### src/rtl/id1000500b_conv_sequencer_if.sv
// Handshake and memory-address bundle between the AIP host side and the
// convolution sequencer.
interface id1000500b_conv_sequencer_if #(
  parameter int ADDR_Y = 5,
  parameter int ADDR_Z = 6
);
  logic              start;
  logic [ADDR_Y-1:0] sizeY;
  logic [ADDR_Y-1:0] memY_addr;
  logic [2:0]        memX_addr;
  logic              acc_clr;
  logic              mac_en;
  logic [ADDR_Z-1:0] memZ_addr;
  logic              writeZ;
  logic              busy;
  logic              done;

  modport master (
    output start, sizeY,
    input  memY_addr, memX_addr, acc_clr, mac_en, memZ_addr, writeZ, busy, done
  );

  modport slave (
    input  start, sizeY,
    output memY_addr, memX_addr, acc_clr, mac_en, memZ_addr, writeZ, busy, done
  );
endinterface

### src/rtl/id1000500b_conv_sequencer.sv
// Control sequencer for a 1-D convolution z = x * y: walks n over the full
// output length and k over the kernel, steering memory reads and the MAC.
module id1000500b_conv_sequencer #(
  parameter int SIZE_X = 5,
  parameter int ADDR_Y = 5,
  parameter int ADDR_Z = 6
) (
  input logic clk,
  input logic rst_a,
  id1000500b_conv_sequencer_if.slave bus
);

  typedef enum logic [2:0] {IDLE, CLEAR, SCAN, FLUSH, WRITE, DONE} state_t;

  // Compare width wide enough for both n and sizeY plus a borrow bit.
  localparam int CW = ((ADDR_Y > ADDR_Z) ? ADDR_Y : ADDR_Z) + 1;
  localparam logic [2:0] K_LAST = 3'(SIZE_X - 1);

  state_t            state_reg, state_next;
  logic [ADDR_Z-1:0] n_reg, n_next;
  logic [ADDR_Z-1:0] last_reg, last_next;
  logic [2:0]        k_reg, k_next;
  logic [ADDR_Y-1:0] size_reg, size_next;
  logic [ADDR_Y-1:0] y_hold_reg;
  logic              mac_en_reg;

  logic [CW-1:0]     diff_w;
  logic              term_valid;

  always_ff @(posedge clk or posedge rst_a) begin
    if (rst_a) begin
      state_reg  <= IDLE;
      n_reg      <= '0;
      last_reg   <= '0;
      k_reg      <= '0;
      size_reg   <= '0;
      y_hold_reg <= '0;
      mac_en_reg <= 1'b0;
    end else begin
      state_reg  <= state_next;
      n_reg      <= n_next;
      last_reg   <= last_next;
      k_reg      <= k_next;
      size_reg   <= size_next;
      y_hold_reg <= bus.memY_addr;
      // Read data arrives one cycle after the address, so the MAC enable lags.
      mac_en_reg <= term_valid;
    end
  end

  always_comb begin
    diff_w     = CW'(n_reg) - CW'(k_reg);
    term_valid = (state_reg == SCAN) && (CW'(n_reg) >= CW'(k_reg)) &&
                 (diff_w < CW'(size_reg));
    // Invalid terms leave the memY address parked on its last valid value.
    bus.memY_addr = term_valid ? diff_w[ADDR_Y-1:0] : y_hold_reg;
  end

  always_comb begin
    state_next = state_reg;
    n_next     = n_reg;
    last_next  = last_reg;
    k_next     = k_reg;
    size_next  = size_reg;
    case (state_reg)
      IDLE: begin
        if (bus.start) begin
          if (bus.sizeY != '0) begin
            size_next  = bus.sizeY;
            last_next  = ADDR_Z'(bus.sizeY) + ADDR_Z'(SIZE_X - 2);
            n_next     = '0;
            state_next = CLEAR;
          end else begin
            state_next = DONE;
          end
        end
      end
      CLEAR: begin
        k_next     = '0;
        state_next = SCAN;
      end
      SCAN: begin
        if (k_reg == K_LAST) begin
          k_next     = '0;
          state_next = FLUSH;
        end else begin
          k_next = k_reg + 3'd1;
        end
      end
      FLUSH: state_next = WRITE;
      WRITE: begin
        if (n_reg == last_reg) begin
          state_next = DONE;
        end else begin
          n_next     = n_reg + 1'b1;
          state_next = CLEAR;
        end
      end
      DONE: begin
        n_next     = '0;
        state_next = IDLE;
      end
      default: state_next = IDLE;
    endcase
  end

  always_comb begin
    bus.acc_clr   = (state_reg == CLEAR);
    bus.mac_en    = mac_en_reg;
    bus.memX_addr = (state_reg == SCAN) ? k_reg : 3'd0;
    bus.writeZ    = (state_reg == WRITE);
    bus.memZ_addr = (state_reg == WRITE) ? n_reg : '0;
    bus.busy      = (state_reg == CLEAR) || (state_reg == SCAN) ||
                    (state_reg == FLUSH) || (state_reg == WRITE);
    bus.done      = (state_reg == DONE);
  end

endmodule

### src/flat_wrapper.sv
// flat-port wrapper written by rule: the top's interface ports become plain ports
module id1000500b_conv_sequencer_flat 
#(
  parameter int SIZE_X = 5,
  parameter int ADDR_Y = 5,
  parameter int ADDR_Z = 6
)
  (clk, rst_a, bus_start, bus_sizeY, bus_memY_addr, bus_memX_addr, bus_acc_clr, bus_mac_en, bus_memZ_addr, bus_writeZ, bus_busy, bus_done);
  id1000500b_conv_sequencer_if #(.ADDR_Y(ADDR_Y), .ADDR_Z(ADDR_Z)) bus_i ();
  input logic clk;
  input logic rst_a;
  input wire logic [$bits(bus_i.start)-1:0] bus_start;
  input wire logic [$bits(bus_i.sizeY)-1:0] bus_sizeY;
  output wire logic [$bits(bus_i.memY_addr)-1:0] bus_memY_addr;
  output wire logic [$bits(bus_i.memX_addr)-1:0] bus_memX_addr;
  output wire logic [$bits(bus_i.acc_clr)-1:0] bus_acc_clr;
  output wire logic [$bits(bus_i.mac_en)-1:0] bus_mac_en;
  output wire logic [$bits(bus_i.memZ_addr)-1:0] bus_memZ_addr;
  output wire logic [$bits(bus_i.writeZ)-1:0] bus_writeZ;
  output wire logic [$bits(bus_i.busy)-1:0] bus_busy;
  output wire logic [$bits(bus_i.done)-1:0] bus_done;
  assign bus_i.start = bus_start;
  assign bus_i.sizeY = bus_sizeY;
  assign bus_memY_addr = bus_i.memY_addr;
  assign bus_memX_addr = bus_i.memX_addr;
  assign bus_acc_clr = bus_i.acc_clr;
  assign bus_mac_en = bus_i.mac_en;
  assign bus_memZ_addr = bus_i.memZ_addr;
  assign bus_writeZ = bus_i.writeZ;
  assign bus_busy = bus_i.busy;
  assign bus_done = bus_i.done;
  id1000500b_conv_sequencer #(.SIZE_X(SIZE_X), .ADDR_Y(ADDR_Y), .ADDR_Z(ADDR_Z)) u_core (.clk(clk), .rst_a(rst_a), .bus(bus_i));
endmodule
### config.mk
export PLATFORM = sky130hd
export DESIGN_NAME = id1000500b_conv_sequencer_flat
export DESIGN_NICKNAME = d
export VERILOG_FILES = /design/src/rtl/id1000500b_conv_sequencer_if.sv /design/src/rtl/id1000500b_conv_sequencer.sv /design/src/flat_wrapper.sv
export SDC_FILE = /design/constraint.sdc
export NUM_CORES = 1
export LEC_CHECK = 0
export ABC_AREA = 1
export ABC_CLOCK_PERIOD_IN_PS = 5500
export CORE_MARGIN = 1
export CORE_UTILIZATION = 39
export DETAILED_ROUTE_END_ITERATION = 7
export SLEW_MARGIN = 20
export SYNTH_ARGS = -nofsm -noshare
export SYNTH_HDL_FRONTEND = slang
export SYNTH_SLANG_ARGS = --single-unit
### constraint.sdc
create_clock -name clk -period 5.5 [get_ports clk]
set_input_delay 0.55 -clock clk [delete_from_list [all_inputs] [get_ports clk]]
set_output_delay 0.55 -clock clk [all_outputs]
set_load 0.01 [all_outputs]
# Word level (Yosys, flattened, before mapping)
# Cells that the tools add are included.
# totals
register_bits	29
inputBits	8
output_inout_bits	19
# classes
n_reduce_logical	12
n_eq_ne	11
addsub	4
order_cmp	2
muxes	14
# ops
op	n
$mux 6	4
$mux 3	6
$pmux 6 s3	1
$pmux 3 s5	1
$eq 3x3->1 const B	3
$lt 7x5->1	1
$sub 6x3->7	1
$add 5x2->6 const B	1
$add 6x1->6 const B	1
$eq 3x2->1 const B	2
$eq 6x6->1	1
$ge 6x3->1	1
$pmux 3 s2	1
$mux 5	1
$reduce_bool 5->1	1
$ne 2x1->1 const B	2
$ne 2x2->1 const B	2
$reduce_and 4->1	1
$add 3x1->3 const B	1
$eq 3x1->1 const B	1
$logic_not 3->1	1
$logic_or 1x1->1	3
$reduce_and 3->1	1
$reduce_bool 3->1	1
3 further kinds	4

# Logic depth before layout (Yosys ltp)
# logic_depth
depth_word	4
mapped_depth	14
ltp_nobuf	14

# Worst setup path after synthesis
# Ideal clock, no wire load.
# synth_timing
path_kind	flip-flop to output port
from	register u_core.n_reg[0]
to	output bus_memY_addr[0]
t_required_ns	4.950
path_buffers	0
setup_slack_ns	2.652
arrival_time_ns	2.298
path_stages_with_launch	15
cell_sequence	dfrtp_1 > inv_1 > ha_1 > inv_1 > fa_1 > nand2_1 > nand2_1 > xor2_1 > ha_1 > a21oi_1 > nand3_2 > nor2_4 > nand2_4 > nand2_1 > nand2_1
# synth_via
elab_chain_cells	4
elab_cells_between_ends	6
cone_classes	1 x add/sub; 2 x order compare; 1 x mux; 2 x reduce/logical
# synth_lines
element	line	text
start, declared	id1000500b_conv_sequencer.sv:20	logic [ADDR_Z-1:0] n_reg, n_next;
start signal, assigned	id1000500b_conv_sequencer.sv:41	n_reg <= n_next;
$sub 6x3->7 / $ge 6x3->1 (equally long branches)	id1000500b_conv_sequencer.sv:52, id1000500b_conv_sequencer.sv:53	
$lt 7x5->1 / $logic_and 1x1->1 (equally long branches)	id1000500b_conv_sequencer.sv:54, id1000500b_conv_sequencer.sv:53	
$logic_and 1x1->1	id1000500b_conv_sequencer.sv:53	term_valid = (state_reg == SCAN) && (CW'(n_reg) >= CW'(k_reg)) &&
$mux 5 (*)	id1000500b_conv_sequencer.sv:56	bus.memY_addr = term_valid ? diff_w[ADDR_Y-1:0] : y_hold_reg;
end, declared	flat_wrapper.sv:14	output wire logic [$bits(bus_i.memY_addr)-1:0] bus_memY_addr;
# Every way passes the cells marked *; elsewhere a longest branch is shown, timed or not.

# Worst setup path after layout
# Same ends and word-level chain as after synthesis.

==> impl_metrics.csv <==
group,metric,value,unit
synth,synth_flop_cell,"dfrtp_1",
global_routing,track_usage,17.6,%
placement,dpl.hpwl,3.17,mm
detailed_routing,ant_nets,0,
sta,setup-tns-final,0,ns
synth,muxShareOfSynthArea,0,%
synth,syn_avg_cell_area,7.33,sq um
detailed_routing,route.detailed.drc,0,
cells_and_area,fin_area,2370,sq um
global_routing,grt_antenna_before_repair,0,
worst_setup_path,worstPathCellList,"inv_1, ha_1, inv_1, fa_1, nand2_1, nand2_1, xor2_1, ha_1, a21oi_1, nand3_2, nor2_4, nand3b_1, nand2_1, clkdlybuf4s50_1",
floorplanning,coreArea,4790,sq um
synth,synth_edf_count,0,
clock_network,cts_sinks,29,
synth,synth_top_family_by_area,"simple AND/OR/NAND/NOR gates",
synth,synth_cells,268,
placement,routabilityCongestion,0.844,
detailed_routing,avgRoutedWirePerCell,11.3,um
power,pwr_density_cell,475,nW/um^2
synth,netlist_area,1970,sq um
worst_setup_path,crit_type,"reg2out",
sta,hold_viol,0,
synth,synthAdderAreaFrac,8.66,%
min_path,worstHoldPathType,"reg2reg",
power,ir_drop,0.155,mV
placement,portBuffers,26,
floorplanning,rows,25,
power,fin_total_pwr,0.00113,W
synth,yosysWarnings,0,
cells_and_area,nFillCells,473,
sta,rsz0062_at_grt,"false",
synth,synthDistinctLibCells,29,
clock_network,clock-root-buffer,"clkbuf_8",
clock_network,cts-resized-gates,0,
flow_run,max_cap_violations,0,
synth,synth-async-reset-ratio,100,%
floorplanning,io_pins,27,
sta,setup_violations,0,
sta,fmax,262,MHz
power,clkPwrFrac,15.1,%
sta,worstMarginPinSlew,0.397,ns
worst_setup_path,cp_top_family,"adder cells",
global_routing,grt_pass1_wl,7.00,mm
global_routing,grt-ovfl-total,0,
sta,relSlewSlack,73.5,%
detailed_routing,routed_wl,4.14,mm
worst_setup_path,cp_num_buf_inv,3,
clock_network,cts_max_level,2,
floorplanning,dieWidth,73.0,um
synth,synth_area_leaders,"dfrtp_1, nand2_1, ha_1, inv_1, nand3_1",
worst_setup_path,crit_path_end_kind,"primary output",
clock_network,insertion_delay,0.28,ns
global_routing,grt_start_max_net_pins,30,
worst_setup_path,crit_top_cell,"nand2_1",
worst_setup_path,cpPeakStageDelay,0.53,ns
cells_and_area,multiInputGateArea,1050,sq um
global_routing,grt_pass1_vias,1516,
floorplanning,start_util,41.1,%
synth,synth_largest_area_cell,"dfrtp_1",
power,switching_share,44.4,%
clock_network,cts_tree,"built",
clock_network,postCtsSetupRepairBufs,0,
detailed_routing,drt_iter0_drc,88,
synth,synth-simple-area-share,34.8,%
power,p_seq_share,31.4,%
floorplanning,dieArea,5330,sq um
worst_setup_path,cp_max_fo,7,
sta,finalCritPeriodShare,69.4,%
cells_and_area,fin_nets,318,
power,leakage,1.21,nW
detailed_routing,vias_per_cell,4.65,
sta,fin_skew,0.00915,ns
floorplanning,die-height,73.0,um
clock_network,holdBufCountCts,0,
detailed_routing,via_count,1699,
synth,synth_compound_area_share,5.86,%
power,power.switching,0.000501,W
clock_network,cts_buffers,5,
synth,synth.top_cell.area_share,36.9,%
synth,syn_nets,289,
synth,ys_seq_elements,29,
worst_setup_path,cp-start-kind,"flip-flop",
worst_setup_path,crit_slowest_cell,"clkdlybuf4s50_1",
clock_network,path_clk_slew,0.07,ns
detailed_routing,dr.pass1.iters,4,
power,p_comb_share,53.5,%
cells_and_area,layout-drive-gt1-share,8.39,%
cells_and_area,regArea,726,sq um
cells_and_area,areaGrowthSynthToFinish,20.8,%
synth,synth_seq_area_share,36.9,%
status,status,"finished clean",
worst_setup_path,cp.required,4.95,ns
power,p_int,0.000627,W
clock_network,cts_buffer_depth,2,
synth,synthXorXnorAreaFrac,4.01,%
placement,post_dp_cell_area,2290,sq um
worst_setup_path,worstPathArrival,3.26,ns
sta,fin_crit,3.81,ns
sta,maxSlewViolCount,0,
cells_and_area,diodes,0,
-- cells by family (layout without fill, tap and decap cells) --
kind of cell    count (synthesis)  in the layout
compound gates                 22             22
xor+xnor                        9              9
flops                          29             29
fa+ha+maj                      13             13
simple gates                  146            146
buf+inv                        49             79
-- worst paths after layout --
path,startpoint,end,slack [ns],depth (start not counted)
worst min register to register,u_core.y_hold_reg[2],u_core.y_hold_reg[2],0.47,2
worst max-delay path,u_core.n_reg[0],bus_memY_addr[0],1.69,14
min in group asynchronous,rst_a,u_core.state_reg[2],0.63,3
max in group asynchronous,rst_a,u_core.n_reg[4],4.58,3
worst min-delay path,u_core.y_hold_reg[2],u_core.y_hold_reg[2],0.47,2
worst max register to register,u_core.n_reg[0],u_core.y_hold_reg[3],2.92,14
-- power by group through the flow --
| stage | logic [W] | clock network [W] | registers, W |
|---|---|---|---|
| after global placement | 0.000605 | 0 | 0.000353 |
| final | 0.000604 | 0.000170 | 0.000354 |
| after detailed placement | 0.000605 | 0 | 0.000357 |
| after floorplan | 0.000438 | 0 | 0.000342 |
| after global routing | 0.000698 | 0.000186 | 0.000362 |
| after CTS | 0.000612 | 0.000175 | 0.000353 |
-- per-stage QoR --
step,util [%],hold WS [ns],instances,worst slack [ns]
after detailed placement,47.9,0.464,357,1.98
after floorplan,-,0.449,268,2.65
after global routing,49.6,0.489,365,1.42
after global placement,47.9,0.458,357,2.06
after CTS,49.6,0.479,365,1.67
final,49.6,0.475,365,1.69
-- per-layer routing --
layer / part of all wire (%) / vias up / track usage (%)
li1: - / 897 / -
met1: 49 / 768 / 22.9
met2: 47 / 28 / 27.5
met3: 3.3 / 6 / 4.83
met4: 1.3 / 0 / 7.19
met5: 0 / - / 0
-- cell type report --
cell class	instances	share of cell area, %
sequential	29	30.6
clock buffer	6	3.06
tap	67	3.53
inverter	44	7.06
timing repair buffer	27	11.3
multi-input combinational	190	44.1
clock inverter	2	0.421
-- layout by cell type (no fill, tap or decap) --
cell type,instances
xnor2_1,4
nand2_2,1
nor2_2,1
o21ai_1,2
o21ai_0,12
inv_4,1
nor2_4,3
buf_4,1
nand3_4,1
nor2_1,26
xor2_1,5
dfrtp_1,29
nand3_1,20
nand2_1,79
nor3_4,1
a31oi_1,1
clkinv_2,2
o22ai_1,1
clkdlybuf4s50_1,26
nand3_2,1
nand4_1,7
fa_1,1
inv_2,4
clkbuf_8,5
clkbuf_1,1
inv_1,39
or2_2,1
o21a_1,1
nand2_4,3
nand3b_1,1
ha_1,12
nor3b_1,1
a21oi_1,5
-- cell usage after synthesis, types with 5 or more instances --
cell type,number
ha_1,12
nand3_1,20
a21oi_1,5
nand4_1,7
o21ai_0,12
nor2_1,26
xor2_1,5
nand2_1,79
buf_2,5
inv_1,39
dfrtp_1,29
-- worst register-to-register path: cells and delay by family, from the launching register on --
kind,cells,cell delay (ns)
AO/OA/AOI/OAI,1,0.16
buffers and inverters,2,0.20
AND/OR/NAND/NOR,7,0.67
flip-flops,1,0.45
adder cells (fa/ha/maj),3,0.85
XOR/XNOR,1,0.16
Note: power is estimated with default switching activity, not from simulation.
